$ cat config.mk
export PLATFORM = sky130hd
export DESIGN_NAME = training_sequencer
export DESIGN_NICKNAME = d
export VERILOG_FILES = /design/src/rtl/training_sequencer_pkg.sv /design/src/rtl/seq_cycle_counter.sv /design/src/rtl/training_sequencer.sv
export SDC_FILE = /design/constraint.sdc
export NUM_CORES = 1
export LEC_CHECK = 0
export CORE_MARGIN = 2
export CORE_UTILIZATION = 50
export CTS_CLUSTER_SIZE = 25
export DETAILED_ROUTE_END_ITERATION = 10
export GPL_TIMING_DRIVEN = 0
export HOLD_SLACK_MARGIN = 0.06
export PLACE_DENSITY_LB_ADDON = 0.2
export SYNTH_ARGS = -nofsm -noshare
export SYNTH_HDL_FRONTEND = slang
export SYNTH_HIERARCHICAL = 1
export SYNTH_SLANG_ARGS = --single-unit
$ cat constraint.sdc
create_clock -name clk_i -period 2.9 [get_ports clk_i]
set_input_delay 0.435 -clock clk_i [delete_from_list [all_inputs] [get_ports clk_i]]
set_output_delay 0.435 -clock clk_i [all_outputs]
set_load 0.005 [all_outputs]
$ cat src/rtl/training_sequencer_pkg.sv
// Shared state/phase encodings, registered output bundle and default iteration constants
// for the training sequencer.
package training_sequencer_pkg;

  typedef enum logic [2:0] {
    IDLE   = 3'd0,
    INIT   = 3'd1,
    WAIT   = 3'd2,
    UPDATE = 3'd3,
    GAP    = 3'd4,
    FINISH = 3'd5,
    DONE_S = 3'd6
  } state_e;

  typedef enum logic [1:0] {
    PH_M1   = 2'd0,
    PH_M2   = 2'd1,
    PH_ADAM = 2'd2
  } phase_e;

  typedef struct packed {
    logic rom_rd;
    logic stall;
    logic old_wt_rd;
    logic wr_train;
    logic mode;
    logic fin_m1;
    logic fin_m2;
    logic finished;
    logic busy;
    logic done;
  } seq_out_t;

  localparam seq_out_t OUT_RST = '{stall: 1'b1, mode: 1'b1, default: 1'b0};

  localparam int DEF_NUM_UNKNOWNS = 2;
  localparam int DEF_EXTRA_CYCLES = 3;
  localparam int DEF_PIPE_LATENCY = 6;
  localparam int DEF_M1_ITERS     = 4;
  localparam int DEF_M2_ITERS     = 4;
  localparam int DEF_ADAM_ITERS   = 8;
  localparam int DEF_CNT_W        = 8;

  // True when v is representable as an unsigned w-bit value.
  function automatic bit fits(input int v, input int w);
    return (v >= 0) && (v < (1 << w));
  endfunction

endpackage

$ cat src/rtl/seq_cycle_counter.sv
// Loadable down-counter; zero_o flags the final cycle of a window.
// Load has priority; the count parks at zero until the next load.
module seq_cycle_counter #(
  parameter int CNT_W = 8
) (
  input  logic             clk_i,
  input  logic             rst_ni,
  input  logic             load_i,
  input  logic [CNT_W-1:0] load_val_i,
  output logic             zero_o
);

  logic [CNT_W-1:0] cnt_q, cnt_d;

  always_comb begin
    cnt_d = cnt_q;
    if (load_i) begin
      cnt_d = load_val_i;
    end else if (cnt_q != '0) begin
      cnt_d = cnt_q - CNT_W'(1);
    end
  end

  always_ff @(posedge clk_i or negedge rst_ni) begin
    if (!rst_ni) begin
      cnt_q <= '0;
    end else begin
      cnt_q <= cnt_d;
    end
  end

  assign zero_o = (cnt_q == '0);

endmodule

$ cat src/rtl/training_sequencer.sv
// Drives the datapath control flags: ROM load, M1/M2/Adam iterations, best-weight readout.
// Optional SEQ_ABORT_EN adds abort_i, which jumps any active window straight to FINISH.
module training_sequencer
  import training_sequencer_pkg::*;
#(
  parameter int NUM_UNKNOWNS = DEF_NUM_UNKNOWNS,
  parameter int EXTRA_CYCLES = DEF_EXTRA_CYCLES,
  parameter int PIPE_LATENCY = DEF_PIPE_LATENCY,
  parameter int M1_ITERS     = DEF_M1_ITERS,
  parameter int M2_ITERS     = DEF_M2_ITERS,
  parameter int ADAM_ITERS   = DEF_ADAM_ITERS,
  parameter int CNT_W        = DEF_CNT_W
) (
  input  logic clk_i,
  input  logic rst_ni,
  input  logic start_i,
  input  logic training_done_i,
`ifdef SEQ_ABORT_EN
  input  logic abort_i,
`endif
  output logic initial_rom_read_flag_o,
  output logic stall_o,
  output logic old_weight_rd_o,
  output logic write_training_o,
  output logic training_mode_o,
  output logic finish_first_manhattan_iter_o,
  output logic finish_second_manhattan_iter_o,
  output logic finished_o,
  output logic busy_o,
  output logic done_o
);

  localparam bit CFG_OK = fits(NUM_UNKNOWNS - 1, CNT_W) && fits(PIPE_LATENCY - 1, CNT_W) &&
                          fits(EXTRA_CYCLES - 1, CNT_W) && (M1_ITERS >= 1) &&
                          (M2_ITERS >= 1) && (ADAM_ITERS >= 1) && fits(M1_ITERS, CNT_W) &&
                          fits(M2_ITERS, CNT_W) && fits(ADAM_ITERS, CNT_W);

  if (!CFG_OK) begin : g_cfg_err
    $error("training_sequencer: window length or iteration count does not fit CNT_W");
  end

  state_e           state_q, state_d;
  phase_e           phase_q, phase_d;
  logic [CNT_W-1:0] iter_q, iter_d, iter_inc, phase_limit, cnt_val;
  logic             cnt_load, cnt_zero, abort_hit;
  seq_out_t         out_q, out_d;

`ifdef SEQ_ABORT_EN
  assign abort_hit = abort_i && (state_q != IDLE) && (state_q != DONE_S) && (state_q != FINISH);
`else
  assign abort_hit = 1'b0;
`endif

  assign iter_inc = iter_q + CNT_W'(1);

  always_comb begin
    phase_limit = CNT_W'(ADAM_ITERS);
    if (phase_q == PH_M1) phase_limit = CNT_W'(M1_ITERS);
    else if (phase_q == PH_M2) phase_limit = CNT_W'(M2_ITERS);
  end

  always_comb begin
    state_d = state_q;
    phase_d = phase_q;
    iter_d  = iter_q;
    case (state_q)
      IDLE, DONE_S: if (start_i) begin
        state_d = INIT;
        phase_d = PH_M1;
        iter_d  = '0;
      end
      INIT:    if (cnt_zero) state_d = WAIT;
      WAIT:    if (cnt_zero) state_d = UPDATE;
      UPDATE:  if (cnt_zero) state_d = GAP;
      GAP: if (cnt_zero) begin
        iter_d  = iter_inc;
        state_d = WAIT;
        if (training_done_i) begin
          state_d = FINISH;
        end else if (iter_inc == phase_limit) begin
          iter_d = '0;
          case (phase_q)
            PH_M1:   phase_d = PH_M2;
            PH_M2:   phase_d = PH_ADAM;
            default: state_d = FINISH;
          endcase
        end
      end
      FINISH:  if (cnt_zero) state_d = DONE_S;
      default: state_d = IDLE;
    endcase
    if (abort_hit) begin
      state_d = FINISH;
      phase_d = phase_q;
      iter_d  = iter_q;
    end
  end

  // Every state change is a new window, so the counter reloads on any transition.
  always_comb begin
    cnt_load = (state_d != state_q);
    case (state_d)
      INIT, UPDATE, FINISH: cnt_val = CNT_W'(NUM_UNKNOWNS - 1);
      WAIT:                 cnt_val = CNT_W'(PIPE_LATENCY - 1);
      GAP:                  cnt_val = CNT_W'(EXTRA_CYCLES - 1);
      default:              cnt_val = '0;
    endcase
  end

  seq_cycle_counter #(.CNT_W(CNT_W)) u_cnt (
    .clk_i      (clk_i),
    .rst_ni     (rst_ni),
    .load_i     (cnt_load),
    .load_val_i (cnt_val),
    .zero_o     (cnt_zero)
  );

  // Outputs decode the next state so they are registered alongside it.
  always_comb begin
    out_d = OUT_RST;
    case (state_d)
      INIT: begin
        out_d.rom_rd = 1'b1;
        out_d.busy   = 1'b1;
      end
      WAIT: begin
        out_d.busy   = 1'b1;
        out_d.mode   = (phase_d != PH_ADAM);
        out_d.fin_m1 = (phase_q == PH_M1) && (phase_d == PH_M2);
        out_d.fin_m2 = (phase_q == PH_M2) && (phase_d == PH_ADAM);
      end
      UPDATE: begin
        out_d.busy      = 1'b1;
        out_d.stall     = 1'b0;
        out_d.old_wt_rd = 1'b1;
        out_d.wr_train  = 1'b1;
        out_d.mode      = (phase_d != PH_ADAM);
      end
      GAP: begin
        out_d.busy = 1'b1;
        out_d.mode = (phase_d != PH_ADAM);
      end
      FINISH: begin
        out_d.busy     = 1'b1;
        out_d.finished = 1'b1;
        out_d.mode     = out_q.mode;
      end
      DONE_S:  out_d.done = 1'b1;
      default: ;
    endcase
  end

  always_ff @(posedge clk_i or negedge rst_ni) begin
    if (!rst_ni) begin
      state_q <= IDLE;
      phase_q <= PH_M1;
      iter_q  <= '0;
      out_q   <= OUT_RST;
    end else begin
      state_q <= state_d;
      phase_q <= phase_d;
      iter_q  <= iter_d;
      out_q   <= out_d;
    end
  end

  assign initial_rom_read_flag_o        = out_q.rom_rd;
  assign stall_o                        = out_q.stall;
  assign old_weight_rd_o                = out_q.old_wt_rd;
  assign write_training_o               = out_q.wr_train;
  assign training_mode_o                = out_q.mode;
  assign finish_first_manhattan_iter_o  = out_q.fin_m1;
  assign finish_second_manhattan_iter_o = out_q.fin_m2;
  assign finished_o                     = out_q.finished;
  assign busy_o                         = out_q.busy;
  assign done_o                         = out_q.done;

endmodule

* Word-level counts from Yosys, hierarchy flattened
Cells that the tools add are included.
** Cells by class
- Mux-type cells :: 33
- Equality and inequality tests :: 20
- Reductions and logical operators :: 14
- Add/subtract/negate cells :: 2
** Operators by type and width (number)
- 8-bit two-way mux :: 6
- 3-bit two-way mux :: 10
- 3-bit equality test (second input constant) :: 6
- 3-bit case mux with 6 select lines :: 1
- 8-bit case mux with 2 select lines :: 1
- 3-bit by 2-bit equality test with 1-bit output (second input constant) :: 4
- 2-bit two-way mux :: 5
- 3-bit case mux with 3 select lines :: 1
- 8-bit by 1-bit adder with 8-bit output (second input constant) :: 1
- 8-bit equality test :: 1
- 8-bit logical NOT :: 1
- 4-bit two-way mux :: 2
- 2-bit case mux with 2 select lines :: 2
- 8-bit nonzero test :: 1
- 8-bit by 1-bit subtractor with 8-bit output (second input constant) :: 1
- 3-bit by 1-bit equality test with 1-bit output (second input constant) :: 2
- 2-bit != test (second input constant) :: 3
- 3-bit OR reduction :: 2
- 5-bit OR reduction :: 1
- 2-bit by 1-bit equality test with 1-bit output (second input constant) :: 2
- 1-bit two-way mux :: 4
- 2-bit nonzero test :: 2
- 2-bit OR reduction :: 2
- 3-bit logical NOT :: 1
- 6 further kinds :: 7
** Word-level totals
- Bits of input ports :: 4
- Register bits after elaboration :: 31
- Word-level logic and storage cells :: 83

* Logic depth before layout (Yosys ltp)
Gate-level depths: netlist of the first run.
- Word-level depth :: 12
- Mapped depth :: 14

* Hierarchy
The synthesis of the first run kept the hierarchy.
** By module, submodules not included
- training_sequencer :: area an instance 1465.2 um2, instances 1, seq. area each 553.0 um2, cells an instance 166
- seq_cycle_counter :: area an instance 476.7 um2, instances 1, seq. area each 200.2 um2, cells an instance 54

* Worst setup path before layout of the first run
Ideal clock, no wire load.
- Path type :: register to register
- Start point :: reg u_cnt.cnt_q[0]
- End point :: reg out_q (netlist bit finish_first_manhattan_iter_o)
- Setup time :: 0.120 ns
- Stages on the path, launching flop included :: 11
- Arrival time :: 2.709 ns
- Slack :: 0.072 ns
- Required time :: 2.780 ns
- Cells stage by stage :: dfrtp_1 -> inv_1 -> ha_1 -> or3b_1 -> clkbuf_2 -> nor2_1 -> nand2b_1 -> or4_4 -> a32o_2 -> nor2b_1 -> and3_1
** RTL lines
- start, declared :: RTL line seq_cycle_counter.sv:13 : logic [CNT_W-1:0] cnt_q, cnt_d;
- start signal, assigned :: RTL line seq_cycle_counter.sv:28 : cnt_q <= cnt_d;
- end signal, assigned :: RTL line training_sequencer.sv:163 : out_q <= out_d;
- end, declared :: RTL line training_sequencer.sv:46 : seq_out_t out_q, out_d;

* Final worst setup path of the first run
- Start point :: reg u_cnt.cnt_q[0]
- End point :: reg out_q (netlist bit training_mode_o)
** Between the ends
- Cells in the longest elaborated chain, start to end :: 6
** RTL lines
- 8-bit logical NOT * :: RTL line seq_cycle_counter.sv:32 : assign zero_o = (cnt_q == '0);
- via cnt_zero :: RTL line training_sequencer.sv:45 : logic cnt_load, cnt_zero, abort_hit;
- 3-bit two-way mux, on equally long branches
- 3-bit case mux with 6 select lines * :: RTL line training_sequencer.sv:66 : case (state_q)
- via state_d[0] :: RTL line training_sequencer.sv:42 : state_e state_q, state_d;
- 3-bit by 2-bit equality test with 1-bit output / 3-bit equality test (equally long branches) :: RTL line training_sequencer.sv:121 : case (state_d)
- 3-bit OR reduction (no line)
- 1-bit case mux with 2 select lines :: RTL line training_sequencer.sv:121
Mark *: on every way through the listed nets, which the timed path passes. The rest lies on a longest branch.
A chain may end at the register's enable or synchronous reset.

==> results of run 1 <==
## placed cells by master (no fill, tap or decap), types with 5 or more instances in the layout
master,count
sky130_fd_sc_hd__dfrtp_1,28
sky130_fd_sc_hd__nor2_1,23
sky130_fd_sc_hd__nand2_1,17
sky130_fd_sc_hd__inv_1,15
sky130_fd_sc_hd__o21ai_0,13
sky130_fd_sc_hd__a21oi_1,12
sky130_fd_sc_hd__clkdlybuf4s50_1,12
sky130_fd_sc_hd__nand3_1,8
sky130_fd_sc_hd__o31ai_1,8
sky130_fd_sc_hd__clkbuf_8,6
sky130_fd_sc_hd__nor3_1,5
sky130_fd_sc_hd__buf_4,5
sky130_fd_sc_hd__conb_1,5
## how the worst max path moves through the flow
stage	start	end	slack, ns	cells after the start
after floorplan	u_cnt/cnt_q[0]	finish_first_manhattan_iter_o	0.07	10
after global placement	u_cnt/cnt_q[0]	u_cnt/cnt_q[4]	-0.46	11
after detailed placement	u_cnt/cnt_q[0]	u_cnt/cnt_q[4]	-0.47	11
after CTS	u_cnt/cnt_q[0]	training_mode_o	0.003	10
after global routing	u_cnt/cnt_q[0]	training_mode_o	-0.003	13
final	u_cnt/cnt_q[0]	training_mode_o	0.19	10
## kinds of logic after synthesis
| logic type | count (synthesis) | synth area share, % |
|---|---|---|
| XOR/XNOR | 4 | 1.80 |
| adder cells (fa/ha/maj) | 5 | 3.22 |
| other | 1 | 0.193 |
| buffers and inverters | 24 | 5.54 |
| AO/OA/AOI/OAI | 63 | 23.5 |
| AND/OR/NAND/NOR | 91 | 26.0 |
| flip-flops | 30 | 38.8 |
| multiplexers | 2 | 1.03 |
## layout make-up
type	count	area, um^2	share of cell area (%)
Sequential cell	30	753	32.4
Clock inverter	2	12.5	0.538
Timing Repair Buffer	17	155	6.67
Inverter	15	56.3	2.42
Buffer	8	50.0	2.15
Tap cell	48	60.1	2.58
Clock buffer	6	82.6	3.55
Multi-Input combinational cell	170	1160	49.7
## synth_stat cells (4+ instances only)
| library cell | number |
|---|---|
| sky130_fd_sc_hd__dfrtp_1 | 28 |
| sky130_fd_sc_hd__nor2_1 | 25 |
| sky130_fd_sc_hd__nand2_1 | 17 |
| sky130_fd_sc_hd__inv_1 | 15 |
| sky130_fd_sc_hd__o21ai_0 | 14 |
| sky130_fd_sc_hd__a21oi_1 | 12 |
| sky130_fd_sc_hd__nand3_1 | 8 |
| sky130_fd_sc_hd__o31ai_1 | 8 |
| sky130_fd_sc_hd__clkbuf_1 | 5 |
| sky130_fd_sc_hd__ha_1 | 5 |
| sky130_fd_sc_hd__nor3_1 | 5 |
| sky130_fd_sc_hd__and3_1 | 4 |
| sky130_fd_sc_hd__nor2b_1 | 4 |
## through the flow
| stage | instance area, um^2 | TNS, ns | total power, mW | hold slack, ns |
|---|---|---|---|---|
| 2_1_floorplan | 1960 | 0 | 0.958 | 0.139 |
| 3_3_place_gp | 2150 | -5.14 | 1.09 | 0.470 |
| 3_5_place_dp | 2150 | -5.37 | 1.10 | 0.483 |
| 4_1_cts | 2270 | 0 | 1.46 | 0.494 |
| 5_1_grt | 2330 | -0.00418 | 1.60 | 0.248 |
| 6_report | 2330 | 0 | 1.49 | 0.184 |
## registers in the layout, summed over array words and instances, names as in the netlist
| register | flops |
|---|---|
| iter_q | 8 |
| u_cnt/cnt_q | 8 |
| stall_o | 1 |
| finish_second_manhattan_iter_o | 1 |
| busy_o | 1 |
| training_mode_o | 1 |
| done_o | 1 |
| initial_rom_read_flag_o | 1 |
| finish_first_manhattan_iter_o | 1 |
| state_q | 3 |
| phase_q | 2 |
| old_weight_rd_o | 1 |
| finished_o | 1 |
## timing repair
item / 4_1_cts / 5_1_grt
gates resized for setup: 7 / 8
buffers inserted: 0 / 4
setup endpoints to repair: 21 / 15
pin swaps: 1 / 1
## layer usage
layer  up-vias  routed length, um  track usage [%]
li1        859                  -                -
met1       769               2130             33.3
met2        53               1740             29.3
met3         6                217             5.11
met4         0                 46             5.36
met5         -                  0                0
## power by group through the flow
stage / combinational (mW) / clock (mW) / sequential (mW)
2_1_floorplan: 0.382 / 0 / 0.576
3_5_place_dp: 0.505 / 0 / 0.591
4_1_cts: 0.517 / 0.360 / 0.585
3_3_place_gp: 0.501 / 0 / 0.591
5_1_grt: 0.618 / 0.375 / 0.607
6_report: 0.557 / 0.347 / 0.589
==> run summary, run 1 <==
The run finished with clean final reports. The largest individual stage delay along the critical path comes from the cell sky130_fd_sc_hd__o41ai_2. In this run the tightest slew margin relative to its limit is 55.9%. By startpoint and endpoint, the worst setup path is classified as flop to flop. The endpoint identified for the worst register-to-register timing path is training_mode_o. In this run the critical register-to-register path is launched from u_cnt/cnt_q[0]. The fraction of power consumed by sequential logic came out at 39.5%.

The power per cell area came out at 641 nW/um^2. Of the post-synthesis cell area, the dominant cell type holds 36.1%. The count of synthesis-stage warnings from yosys is 6. The residual DRC count came out at 0. The level count of the clock H-tree is 2. After clock tree synthesis, the clock-pin slew on the worst setup and hold paths is 0.07 ns. The clock tree buffer depth is 2.

The post-synthesis sequential element count came out at 30. The total internal power came out at 924 uW. Of all nets on the critical path, the largest fanout is 7. The final number of setup-violating endpoints came out at 0. The number of vias after detailed routing came out at about 1700. The number of synthesized flops with an enable pin is 0. The initial cell density of the core is 52.6%. For the pin with the worst max-slew slack, the measured transition is about 0.66 ns. The worst path setup slack after routing came out at 0.186 ns.

The average detailed-routed wire length per instance is 14.0 um. Sequential elements use 38.8% of the synthesized area. The initial antenna violation count came out at 0. The via count of the first global-routing pass is 1527.

TritonCTS built the clock tree. The post-route core utilization is 63.1%. In this run the tool buffered the top-level ports with 13 buffer cells. The repair_antennas step left the layout with diodes totalling 0. For the worst setup path, the data required time is 3.09 ns. The total routing resource utilization after global routing is 21.4%. The max capacitance violation total is 0. The final hold violation count is 0.

The share of post-route cells with drive strength above 1 is 17.3%. The floorplan step set the die height to 66.3 um. The peak clock frequency supported by timing is 0.368 GHz. The placeable core region is 3690 um^2.

The cell total after placement came out at 285. The count of nets left with antenna violations once routing finished came out at 0. The worst slack at placement is -0.470 ns.

The largest total area in the synthesized netlist belongs to sky130_fd_sc_hd__dfrtp_1. The switching part of the total power is 38.1%. Synthesis produced a netlist whose cell count is 220. The arrival time reported for the critical path endpoint is around 2.9 ns. The logic depth of the worst register-to-register path came out at 10. The top-level port count came out at 14. The detailed router finished its first iteration with 89 violations.

The first global-routing pass estimated 7.24 mm of wire. The largest net degree at the start of global routing is 31. The post-synthesis async set-or-reset flop share came out at between 90% and 100%. The post-synthesis cell area came out at roughly 1900 um^2. Ranked by total cell area, the synthesized netlist is headed by sky130_fd_sc_hd__dfrtp_1 (36%), sky130_fd_sc_hd__nor2_1 (4.8%), sky130_fd_sc_hd__o21ai_0 (3.6%). Of the available clock period, the critical path in the final layout requires 93.6%. The tree built by TritonCTS fans out to 30 sinks.

For the worst-skew pair, the clock arrives at the later sink with an insertion delay of 0.28 ns. A synthesized cell averages 8.83 um^2. On the critical path the largest part of the delay comes from compound AO/OA/AOI/OAI gates.

The min-delay analysis places its worst path in the category input port to asynchronous set/reset pin. The fraction of power consumed by the clock network came out at 23.2%. STA classifies the critical path startpoint as a flop.

The endpoint type of the worst setup path is a flop. The flip-flop cell with the highest count after synthesis is sky130_fd_sc_hd__dfrtp_1. Clock tree synthesis inserted a total of 5 buffers.

The final layout contains routed wiring with a total length of 4.14 mm. The initialized floorplan defines 22 standard-cell rows. The final layout net count came out at 256. The die is 66.3 um wide. The area overhead of the layout relative to synthesis is 19.8%. The final weighted congestion of routability-driven global placement came out at 0.864.

The via-per-instance ratio is around 5.7. In this run, the combinational gates consume a little under two fifths of the power. Global routing finished with a remaining overflow of 0. Walking the worst path, the cells encountered are inv_1 > ha_4 > or3b_4 > nor2_4 > buf_4 > o21ai_0 > o41ai_2 > a211oi_2 > and2b_1 > a221oi_2. The first detailed-routing pass took 4 iterations. The number of buffers and inverters on the critical path is 2. The switching power came out at 568 uW. The setup slack of the most critical reg-to-reg path came out at 0.19 ns. The floorplan die area came out at 4400 um^2. The maximum single-stage delay on the critical path came out at 0.45 ns. The maximum vdd drop came out at 0.000411 V.

In this run the static leakage power is roughly 0.94 nW. For this design, the CTS-stage hold fixing added 0 buffers. The final standard cell count with taps included and fillers excluded came out at 296. Setup repair after global routing could not meet its margin everywhere.

The number of different library cells used by synthesis comes to 63. The master cell of the clock root buffer is sky130_fd_sc_hd__clkbuf_8. The sum of net half-perimeters after detailed placement came out at 2.90 mm. The count of fill cells added during filler insertion came out at 314. The final period demand of the worst path is 2.71 ns.

The worst clock skew on the final layout is about 0.0054 ns. The number of pins with negative max-slew slack in the final report is 0.
Note: power is estimated with default switching activity, not from simulation.
==> inputs of run 2 (changes only) <==
ABC_AREA = 1   (was default)
CAP_MARGIN = 40   (was default)
==> run 2 against run 1 <==
Against the previous run:
- flip-flop and latch count stayed put
- die area is 1.9% lower
- utilization is 2.3 points lower
- critical path depth is 7 higher
- final cell count is 8.8% higher
- wire length is 12% lower
- critical endpoint is now u_cnt/cnt_q[7]
- largest cell class unchanged
- highest routed layer unchanged
==> run summary, run 2 <==
The worst clock skew on the final layout is 0.00688 ns (was 0.00541 ns). The initial cell density of the core came out at 52.0% (was 52.6%). The clock tree buffer depth came out at 2 (unchanged).

The number of synthesized flops with an enable pin came out at 0 (unchanged). The library cell with the largest summed area after synthesis is sky130_fd_sc_hd__dfrtp_1 (unchanged). Largest regs: iter_q: 8 flops, u_cnt/cnt_q: 8 flops, state_q: 3 flops (unchanged). The count of synthesis-stage warnings from yosys came out at 6 (unchanged).

The floorplan die area came out at 4320 um^2 (was 4400 um^2). The master cell of the clock root buffer is sky130_fd_sc_hd__clkbuf_8 (unchanged). The endpoint type of the worst setup path is a flop (unchanged). The worst-case headroom to the max-slew limit is 58.9% (was 55.9%).

The DRC marker count from the first detailed-route iteration is 83 (was 89). The clock sink count is 30 (unchanged). The width of the chip was 65.7 um (was 66.3 um). Run status: finished, final reports clean (unchanged). The leftover overflow at the end of global routing came out at 0 (unchanged).

The final hold violation count came out at 0 (unchanged). The share of post-route cells with drive strength above 1 came out at 19.3% (was 17.3%). The final layout net count came to 283 (was 256). The global routing met3 resource utilization came out at 4.97% (was 5.11%). The post-synthesis sequential element count is 30 (unchanged).

The vertical die dimension is 65.7 um (was 66.3 um). The post-synthesis cell area is 1900 um^2 (was 1940 um^2). The maximum vdd drop came out at 0.000653 V (was 0.000411 V). The via-per-instance ratio came to 4.98 (was 5.70). The slew of the pin with the lowest slew margin came out at 0.614 ns (was 0.661 ns). The level count of the clock H-tree came out at 2 (unchanged). The final weighted congestion of routability-driven global placement came out at 0.875 (was 0.864). The required time at the endpoint of the critical path is 3.11 ns (was 3.09 ns). The average detailed-routed wire length per instance is 11.3 um (was 14.0 um).

The multi-input combinational cell area is 1010 um^2 (was 1160 um^2). The final period demand of the worst path is 2.60 ns (was 2.71 ns). Worst path cell trace: ha_1 > nand2_2 > inv_2 > nand2_1 > o21ai_1 > nand2_1 > nor2_4 > nand3_2 > nand2_1 > nand2_2 > nand2_4 > xor2_1 > nand2_1 > buf_2 > nor2_2 > nand3_1 > nand2_1 (was inv_1 > ha_4 > or3b_4 > nor2_4 > buf_4 > o21ai_0 > o41ai_2 > a211oi_2 > and2b_1 > a221oi_2). The residual DRC count is 0 (unchanged). The largest fanout of any net on the critical path is 10 (was 7).

The count of nets left with antenna violations after detail routing came out at 0 (unchanged). The count of unique library cells instantiated by Yosys is 36 (was 63). Most used standard cells in the synthesized netlist: sky130_fd_sc_hd__nand2_1 (60), sky130_fd_sc_hd__inv_1 (32), sky130_fd_sc_hd__dfrtp_1 (28) (was sky130_fd_sc_hd__dfrtp_1 (28), sky130_fd_sc_hd__nor2_1 (25), sky130_fd_sc_hd__nand2_1 (17)). The count of TritonRoute iterations in the first routing pass is 4 (unchanged). The sort of element at the start of the critical path is a flop (unchanged). The most congested layer reported by global routing is met2 (was met1).

The final number of setup-violating endpoints is 0 (unchanged). The max capacitance violation total was 0 (unchanged). The met2 track utilization from global routing is 28.5% (was 29.3%). The leakage dissipation was 1.04 nW (was 0.937 nW). The sum of net half-perimeters after detailed placement is 2.68 mm (was 2.90 mm).

The post-synthesis async set-or-reset flop share came out at 100% (unchanged). The post-route clock period utilization is 89.5% (was 93.6%). The arrival time reported for the critical path endpoint came to 2.81 ns (was 2.91 ns). The worst slack at placement is 0.172 ns (was -0.470 ns).

The worst path setup slack after routing came out at 0.305 ns (was 0.186 ns). The total routing resource utilization after global routing is 19.5% (was 21.4%). The diode insertion count for antenna repair is 0 (unchanged). The number of placement rows is 22 (unchanged). RSZ-0062 raised after global routing: false (was true). Top cells by area in the synthesized netlist: sky130_fd_sc_hd__dfrtp_1 (37%), sky130_fd_sc_hd__nand2_1 (12%), sky130_fd_sc_hd__inv_1 (6.3%) (was sky130_fd_sc_hd__dfrtp_1 (36%), sky130_fd_sc_hd__nor2_1 (4.8%), sky130_fd_sc_hd__o21ai_0 (3.6%)). The count of buffers from port buffering came to 13 (unchanged). The total wire length is 3.63 mm (was 4.14 mm). The largest net degree at the start of global routing is 19 (was 31). Counting stages on the worst path, the most repeated cell is sky130_fd_sc_hd__nand2_1.

The total of hold buffers inserted after clock tree synthesis came out at 0 (unchanged). The sequential share of the synthesized area is 39.6% (was 38.8%). Top library cells by usage in the layout, fill and taps aside: sky130_fd_sc_hd__nand2_1 (60), sky130_fd_sc_hd__inv_1 (32), sky130_fd_sc_hd__dfrtp_1 (28), sky130_fd_sc_hd__nor2_1 (20), sky130_fd_sc_hd__nand3_1 (17) (was sky130_fd_sc_hd__dfrtp_1 (28), sky130_fd_sc_hd__nor2_1 (23), sky130_fd_sc_hd__nand2_1 (17), sky130_fd_sc_hd__inv_1 (15), sky130_fd_sc_hd__o21ai_0 (13)). The number of vias after detailed routing came out at 1603 (was 1687). The accumulated negative setup slack came to 0 ns (unchanged). The initial antenna violation count is 0 (unchanged).

The first-pass GRT wire length is 6.32 mm (was 7.24 mm). The classification of the worst-slack hold path is flop to flop (was input port to asynchronous set/reset pin). The power per cell area is 821 nW/um^2 (was 641 nW/um^2).

The clock-pin slew on the worst setup and hold paths came out at 0.06 ns (was 0.07 ns). The worst setup path category is flop to flop (unchanged). The area share of the largest cell type after synthesis came out at 36.8% (was 36.1%).

The commonest non-fill, non-tap cell in the layout is sky130_fd_sc_hd__nand2_1 (was sky130_fd_sc_hd__dfrtp_1). The peak clock frequency supported by timing is 0.385 GHz (was 0.368 GHz). The flip-flop cell with the highest count after synthesis is sky130_fd_sc_hd__dfrtp_1 (unchanged). The TritonCTS buffer count came out at 5 (unchanged).

The slowest stage cell on the critical path is sky130_fd_sc_hd__dfrtp_1 (was sky130_fd_sc_hd__o41ai_2). The average footprint of a synthesized cell is 7.74 um^2 (was 8.83 um^2). The count of mapped cells out of synthesis is 246 (was 220).

The placeable core region came out at 3660 um^2 (was 3690 um^2). The via count of the first global-routing pass came out at 1440 (was 1527). The maximum single-stage delay on the critical path is 0.44 ns (was 0.45 ns).

The clock latency on the worst-skew pair was 0.28 ns (about the same). The most used standard cell by instance count after synthesis was sky130_fd_sc_hd__nand2_1 (was sky130_fd_sc_hd__dfrtp_1). The met1 capacity usage during global routing is 27.2% (was 33.3%). The clock tree from TritonCTS is built (unchanged). The area overhead of the layout relative to synthesis was 17.0% (was 19.8%).

The top-level port count is 14 (unchanged). The number of pins with negative max-slew slack in the final report came out at 0 (unchanged). The count of fill cells added during filler insertion came out at 318 (was 314). The sequential cell area is 753 um^2 (unchanged).
run 2: through the flow:
step	hold slack (ns)	power, mW	area, um^2	utilization, %	cells
3_3_place_gp	0.493	1.50	2110	57.6	311
5_1_grt	0.543	2.00	2230	60.8	322
2_1_floorplan	0.139	1.31	1920	-	250
4_1_cts	0.514	1.84	2200	60.1	319
3_5_place_dp	0.500	1.52	2120	58.0	312
6_report	0.510	1.83	2230	60.8	322
run 2: critical path, delay by kind of cell (launching register included):
| kind | cells | cell delay [ns] |
|---|---|---|
| AOI/OAI and AO/OA | 1 | 0.11 |
| xor gates and xnor gates | 1 | 0.14 |
| adders and majority gates | 1 | 0.26 |
| buffers and inverters | 2 | 0.27 |
| DFF | 1 | 0.44 |
| and+or+nand+nor | 12 | 1.29 |
run 2: routing by layer:
| metal | vias up | share of wire, % |
|---|---|---|
| li1 | 846 | - |
| met1 | 729 | 52 |
| met2 | 23 | 43 |
| met3 | 5 | 3.7 |
| met4 | 0 | 1.7 |
| met5 | - | 0 |
run 2: path summary, 6_finish.rpt:
check                                        to  cells past startpoint            start  slack [ns]
worst max register to register   u_cnt/cnt_q[7]                     17        iter_q[0]        0.30
worst min register to register  training_mode_o                      2  training_mode_o        0.51
min in group asynchronous             iter_q[7]                      1           rst_ni        0.54
max in group asynchronous       training_mode_o                      2           rst_ni        1.74
worst min-delay path            training_mode_o                      2  training_mode_o        0.51
worst max-delay path             u_cnt/cnt_q[7]                     17        iter_q[0]        0.30
run 2: kinds of logic (layout without fill, tap and decap cells):
family | after synthesis | count (layout) | synth area share, %
adders and majority gates | 5 | 5 | 3.29
other | 1 | 5 | 0.197
xor gates and xnor gates | 3 | 3 | 1.38
and+or+nand+nor | 131 | 131 | 35.1
DFF | 30 | 30 | 39.6
AOI/OAI and AO/OA | 36 | 36 | 12.2
buffers and inverters | 40 | 64 | 8.22
run 2: timing repair:
action,in CTS,in global routing
setup endpoints to repair,0,6
setup buffers,0,3
resized for setup,0,2
run 2: power by group:
group / internal (mW) / leakage, nW / total [mW] / switching, mW
clock network: 0.165 / 0.0383 / 0.308 / 0.143
logic: 0.338 / 0.618 / 0.917 / 0.578
registers: 0.529 / 0.383 / 0.604 / 0.0745
run 2: final cells by class:
class	count	area share, %
Sequential cell	30	33.8
Multi-Input combinational cell	180	45.5
Tap cell	48	2.70
Clock buffer	7	3.43
Inverter	37	6.24
Timing Repair Buffer	17	7.53
Buffer	3	0.787
==> inputs of run 3 (changes only) <==
CTS_BUF_LIST = sky130_fd_sc_hd__clkbuf_4 sky130_fd_sc_hd__clkbuf_8   (was default)
SYNTH_HIERARCHICAL = default   (was 1)
==> run 3 against run 2 <==
Against the previous run:
- die area shrank 3.9%
- clock power shrank 11%
- worst hold slack gained 0.022 ns
- count of clock-buffer cells in the layout is the same
- sequential share of layout area grew 2.0 points
- critical path depth is the same
- critical endpoint is now u_cnt.cnt_q[2]
- synthesized cell count shrank 7.7%
- wire length shrank 7.2%
- total power grew 18%
- design area shrank 5.6%
- largest power group unchanged
- final cell count shrank 8.4%
==> run summary, run 3 <==
The post-CTS setup buffer count is 0 (unchanged). RSZ-0062 raised after global routing: false (unchanged). The average footprint of a synthesized cell came to 8.04 um^2 (was 7.74 um^2). The top-level port count came to 14 (unchanged). The most used standard cell by instance count after synthesis is sky130_fd_sc_hd__nand2_1 (unchanged).

The area share of the largest cell type after synthesis is 38.4% (was 36.8%). The post-synthesis cell area is 1820 um^2 (was 1900 um^2). The via-per-instance ratio is 5.04 (was 4.98). The clock tree buffer depth is 2 (unchanged). The setup slack of the most critical reg-to-reg path came out at 0.74 ns (was 0.30 ns). The worst-case headroom to the max-slew limit was 50.2% (was 58.9%). The power per cell area is 1020 nW/um^2 (was 821 nW/um^2). The arrival time reported for the critical path endpoint came out at 2.39 ns (was 2.81 ns). The clock-pin slew on the worst setup and hold paths came to 0.10 ns (was 0.06 ns).

The final standard cell count with taps included and fillers excluded is 295 (was 322). The classification of the worst-slack hold path is flop to flop (unchanged). The worst clock skew on the final layout is 0.00992 ns (was 0.00688 ns). The master cell of the clock root buffer is sky130_fd_sc_hd__clkbuf_4 (was sky130_fd_sc_hd__clkbuf_8). The peak clock frequency supported by timing is 0.464 GHz (was 0.385 GHz). The first element of the critical path is iter_q[0] (unchanged). The total routing resource utilization after global routing is 19.9% (was 19.5%). Top cells by area in the synthesized netlist: sky130_fd_sc_hd__dfrtp_1 (38%), sky130_fd_sc_hd__nand2_1 (8.6%), sky130_fd_sc_hd__inv_1 (6.4%) (was sky130_fd_sc_hd__dfrtp_1 (37%), sky130_fd_sc_hd__nand2_1 (12%), sky130_fd_sc_hd__inv_1 (6.3%)). The critical path endpoint is u_cnt.cnt_q[2] (was u_cnt/cnt_q[7]). The floorplan die area came out at 4150 um^2 (was 4320 um^2). The most numerous cell on the critical path is sky130_fd_sc_hd__nand2_1 (unchanged). The slowest stage cell on the critical path is sky130_fd_sc_hd__dfrtp_1 (unchanged). The critical register-to-register path startpoint is iter_q[0] (unchanged). The total of hold buffers inserted after clock tree synthesis is 0 (unchanged).

The final period demand of the worst path is 2.16 ns (was 2.60 ns). The count of synthesis-stage warnings from yosys is 0 (was 6). The largest net degree at the start of global routing is 17 (was 19). The vertical die dimension came out at 64.4 um (was 65.7 um). The net count of the mapped netlist came out at roughly 240. The TritonCTS buffer count came to 5 (unchanged). The library cell with the largest summed area after synthesis is sky130_fd_sc_hd__dfrtp_1 (unchanged).

The level count of the clock H-tree came out at 2 (unchanged). The placeable core region came out at 3420 um^2 (was 3660 um^2). The sum of net half-perimeters after detailed placement is 2.62 mm (was 2.68 mm). The area overhead of the layout relative to synthesis is 15.3% (was 17.0%). The sort of element at the start of the critical path is a flop (unchanged). The maximum single-stage delay on the critical path is 0.45 ns (was 0.44 ns). The clock tree from TritonCTS is built (unchanged). The logic depth of the worst register-to-register path is 17 (unchanged). The worst setup path category is flop to flop (unchanged).

The required time at the endpoint of the critical path came out at 3.13 ns (was 3.11 ns). The clock latency on the worst-skew pair came out at 0.33 ns (was 0.28 ns). The worst path setup slack after routing came out at 0.745 ns (was 0.305 ns). The largest fanout of any net on the critical path came out at 5 (was 10). The worst slack at placement came out at 0.786 ns (was 0.172 ns).

The flip-flop cell with the highest count after synthesis is sky130_fd_sc_hd__dfrtp_1 (unchanged). The initial cell density of the core was 53.4% (was 52.0%). The number of vias after detailed routing is 1486 (was 1603). The average detailed-routed wire length per instance came out at 11.4 um (was 11.3 um). The count of mapped cells out of synthesis came out at 227 (was 246). The initial antenna violation count is 0 (unchanged).

The final hold violation count came out at 0 (unchanged). The residual DRC count is 0 (unchanged). The commonest non-fill, non-tap cell in the layout was sky130_fd_sc_hd__nand2_1 (unchanged). Run status: finished, final reports clean (unchanged). The count of unique library cells instantiated by Yosys came out at 32 (was 36).

The post-synthesis async set-or-reset flop share is 100% (unchanged). The accumulated negative setup slack came out at 0 ns (unchanged). The DRC marker count from the first detailed-route iteration came out at 64 (was 83).

The slew of the pin with the lowest slew margin came out at 0.745 ns (was 0.614 ns). The count of nets left with antenna violations after detail routing is 0 (unchanged). The share of post-route cells with drive strength above 1 is 17.7% (was 19.3%). The endpoint of the worst register-to-register path is u_cnt.cnt_q[2] (was u_cnt/cnt_q[7]).

The number of synthesized flops with an enable pin came out at 0 (unchanged). The final layout net count is 258 (was 283). Largest regs: iter_q: 8 flops, u_cnt.cnt_q: 8 flops, state_q: 3 flops (was iter_q: 8 flops, u_cnt/cnt_q: 8 flops, state_q: 3 flops). The post-synthesis sequential element count is 30 (unchanged). The final weighted congestion of routability-driven global placement came to 0.769 (was 0.875). The count of buffers from port buffering was 13 (unchanged). The max capacitance violation total is 0 (unchanged). Top library cells by usage in the layout, fill and taps aside: sky130_fd_sc_hd__nand2_1 (42), sky130_fd_sc_hd__inv_1 (31), sky130_fd_sc_hd__dfrtp_1 (28), sky130_fd_sc_hd__nor2_1 (23), sky130_fd_sc_hd__nand3_1 (22) (was sky130_fd_sc_hd__nand2_1 (60), sky130_fd_sc_hd__inv_1 (32), sky130_fd_sc_hd__dfrtp_1 (28), sky130_fd_sc_hd__nor2_1 (20), sky130_fd_sc_hd__nand3_1 (17)). The width of the chip came out at 64.4 um (was 65.7 um).

The leakage dissipation is 0.997 nW (was 1.04 nW). The via count of the first global-routing pass is 1430 (was 1440). The cell total after placement is 287 (was 312). The sequential share of the synthesized area is 41.3% (was 39.6%).

The number of pins with negative max-slew slack in the final report came out at 0 (unchanged). The leftover overflow at the end of global routing was 0 (unchanged). The diode insertion count for antenna repair is 0 (unchanged). The endpoint type of the worst setup path is a flop (unchanged). The first-pass GRT wire length is 6.35 mm (was 6.32 mm).

The count of fill cells added during filler insertion came to 315 (was 318). The clock sink count is 30 (unchanged). The post-placement cell area came out at 2040 um^2 (was 2120 um^2).

The final cell area excluding filler cells came to 2100 um^2 (was 2230 um^2). Most used standard cells in the synthesized netlist: sky130_fd_sc_hd__nand2_1 (42), sky130_fd_sc_hd__inv_1 (31), sky130_fd_sc_hd__dfrtp_1 (28) (was sky130_fd_sc_hd__nand2_1 (60), sky130_fd_sc_hd__inv_1 (32), sky130_fd_sc_hd__dfrtp_1 (28)). The total wire length is 3.37 mm (was 3.63 mm).

The number of placement rows came out at 21 (was 22). Worst path cell trace: ha_1 > inv_1 > nand2_1 > nand2_1 > nand2_1 > nand3_1 > nand2_1 > nor2_4 > nand3_2 > nand2_2 > nand2_2 > nand2_2 > inv_1 > nand3_1 > nand2_1 > inv_1 > nor2_1 (was ha_1 > nand2_2 > inv_2 > nand2_1 > o21ai_1 > nand2_1 > nor2_4 > nand3_2 > nand2_1 > nand2_2 > nand2_4 > xor2_1 > nand2_1 > buf_2 > nor2_2 > nand3_1 > nand2_1). The post-route clock period utilization came out at 74.3% (was 89.5%). The post-route core utilization came out at 61.6% (was 60.8%).

The maximum vdd drop came out at 0.000884 V (was 0.000653 V). The final number of setup-violating endpoints is 0 (unchanged). The count of TritonRoute iterations in the first routing pass is 4 (unchanged). The post-CTS resize count is 0 (unchanged).
## run 3: cell count changes in the layout (fill, tap and decap cells not counted), sizes merged, moves of 4 or more
cell,delta
nor3,+4
o21ai,-10
conb,-5
nand2,-19
inv,-4
a21oi,+7
nand3,+7
## run 3: cells by family (layout without fill, tap and decap cells)
kind of cell	count (synthesis)	in the layout	share of synthesized area [%]
XOR/XNOR	6	6	2.88
AO/OA/AOI/OAI	25	25	7.82
buffers and inverters	36	58	8.09
multiplexers	1	1	0.549
adder cells (fa/ha/maj)	6	6	4.12
AND/OR/NAND/NOR	123	123	35.3
flip-flops	30	30	41.3
## run 3: cell type report
cell class,count,area [um^2],area share [%]
multi-input cells,161,923,43.9
plain buffers,3,23.8,1.13
clock inverters,1,5.00,0.238
well taps,46,57.6,2.74
inverters,33,124,5.89
flip-flops and latches,30,753,35.8
clock buffers,7,58.8,2.80
repair buffers,14,158,7.50
## run 3: how the worst min path moves through the flow
stage / startpoint / endpoint / depth (start not counted)
floorplan: rst_ni / busy_o / 0
detailed placement: training_mode_o / training_mode_o / 2
global route: training_mode_o / training_mode_o / 2
global placement: phase_q[1] / phase_q[1] / 2
CTS: training_mode_o / training_mode_o / 2
finish: training_mode_o / training_mode_o / 2
## run 3: through the flow
stage,power [mW],hold slack (ns)
2_1_floorplan,1.61,0.139
3_3_place_gp,1.87,0.491
3_5_place_dp,1.90,0.520
4_1_cts,2.17,0.532
5_1_grt,2.40,0.553
6_report,2.15,0.532
## run 3: routing by layer
metal	vias to the layer above	wire, um	share of wire, %	track usage, %
li1	777	-	-	-
met1	667	1650	49	26.8
met2	38	1500	44	30.5
met3	4	183	5.4	5.46
met4	0	40	1.2	7.98
met5	-	0	0	0
## run 3: power by group
group          leakage [nW]  internal (mW)  switching (mW)
Combinational         0.564          0.487           0.780
Sequential            0.395          0.538          0.0727
Clock                0.0387          0.127           0.146
Total                 0.997           1.15           0.998
## run 3: worst max-delay path: cells and delay by family (launching register included)
kind,cells,cell delay (ns)
buffers and inverters,3,0.18
AND/OR/NAND/NOR,13,1.14
adder cells (fa/ha/maj),1,0.27
flip-flops,1,0.45
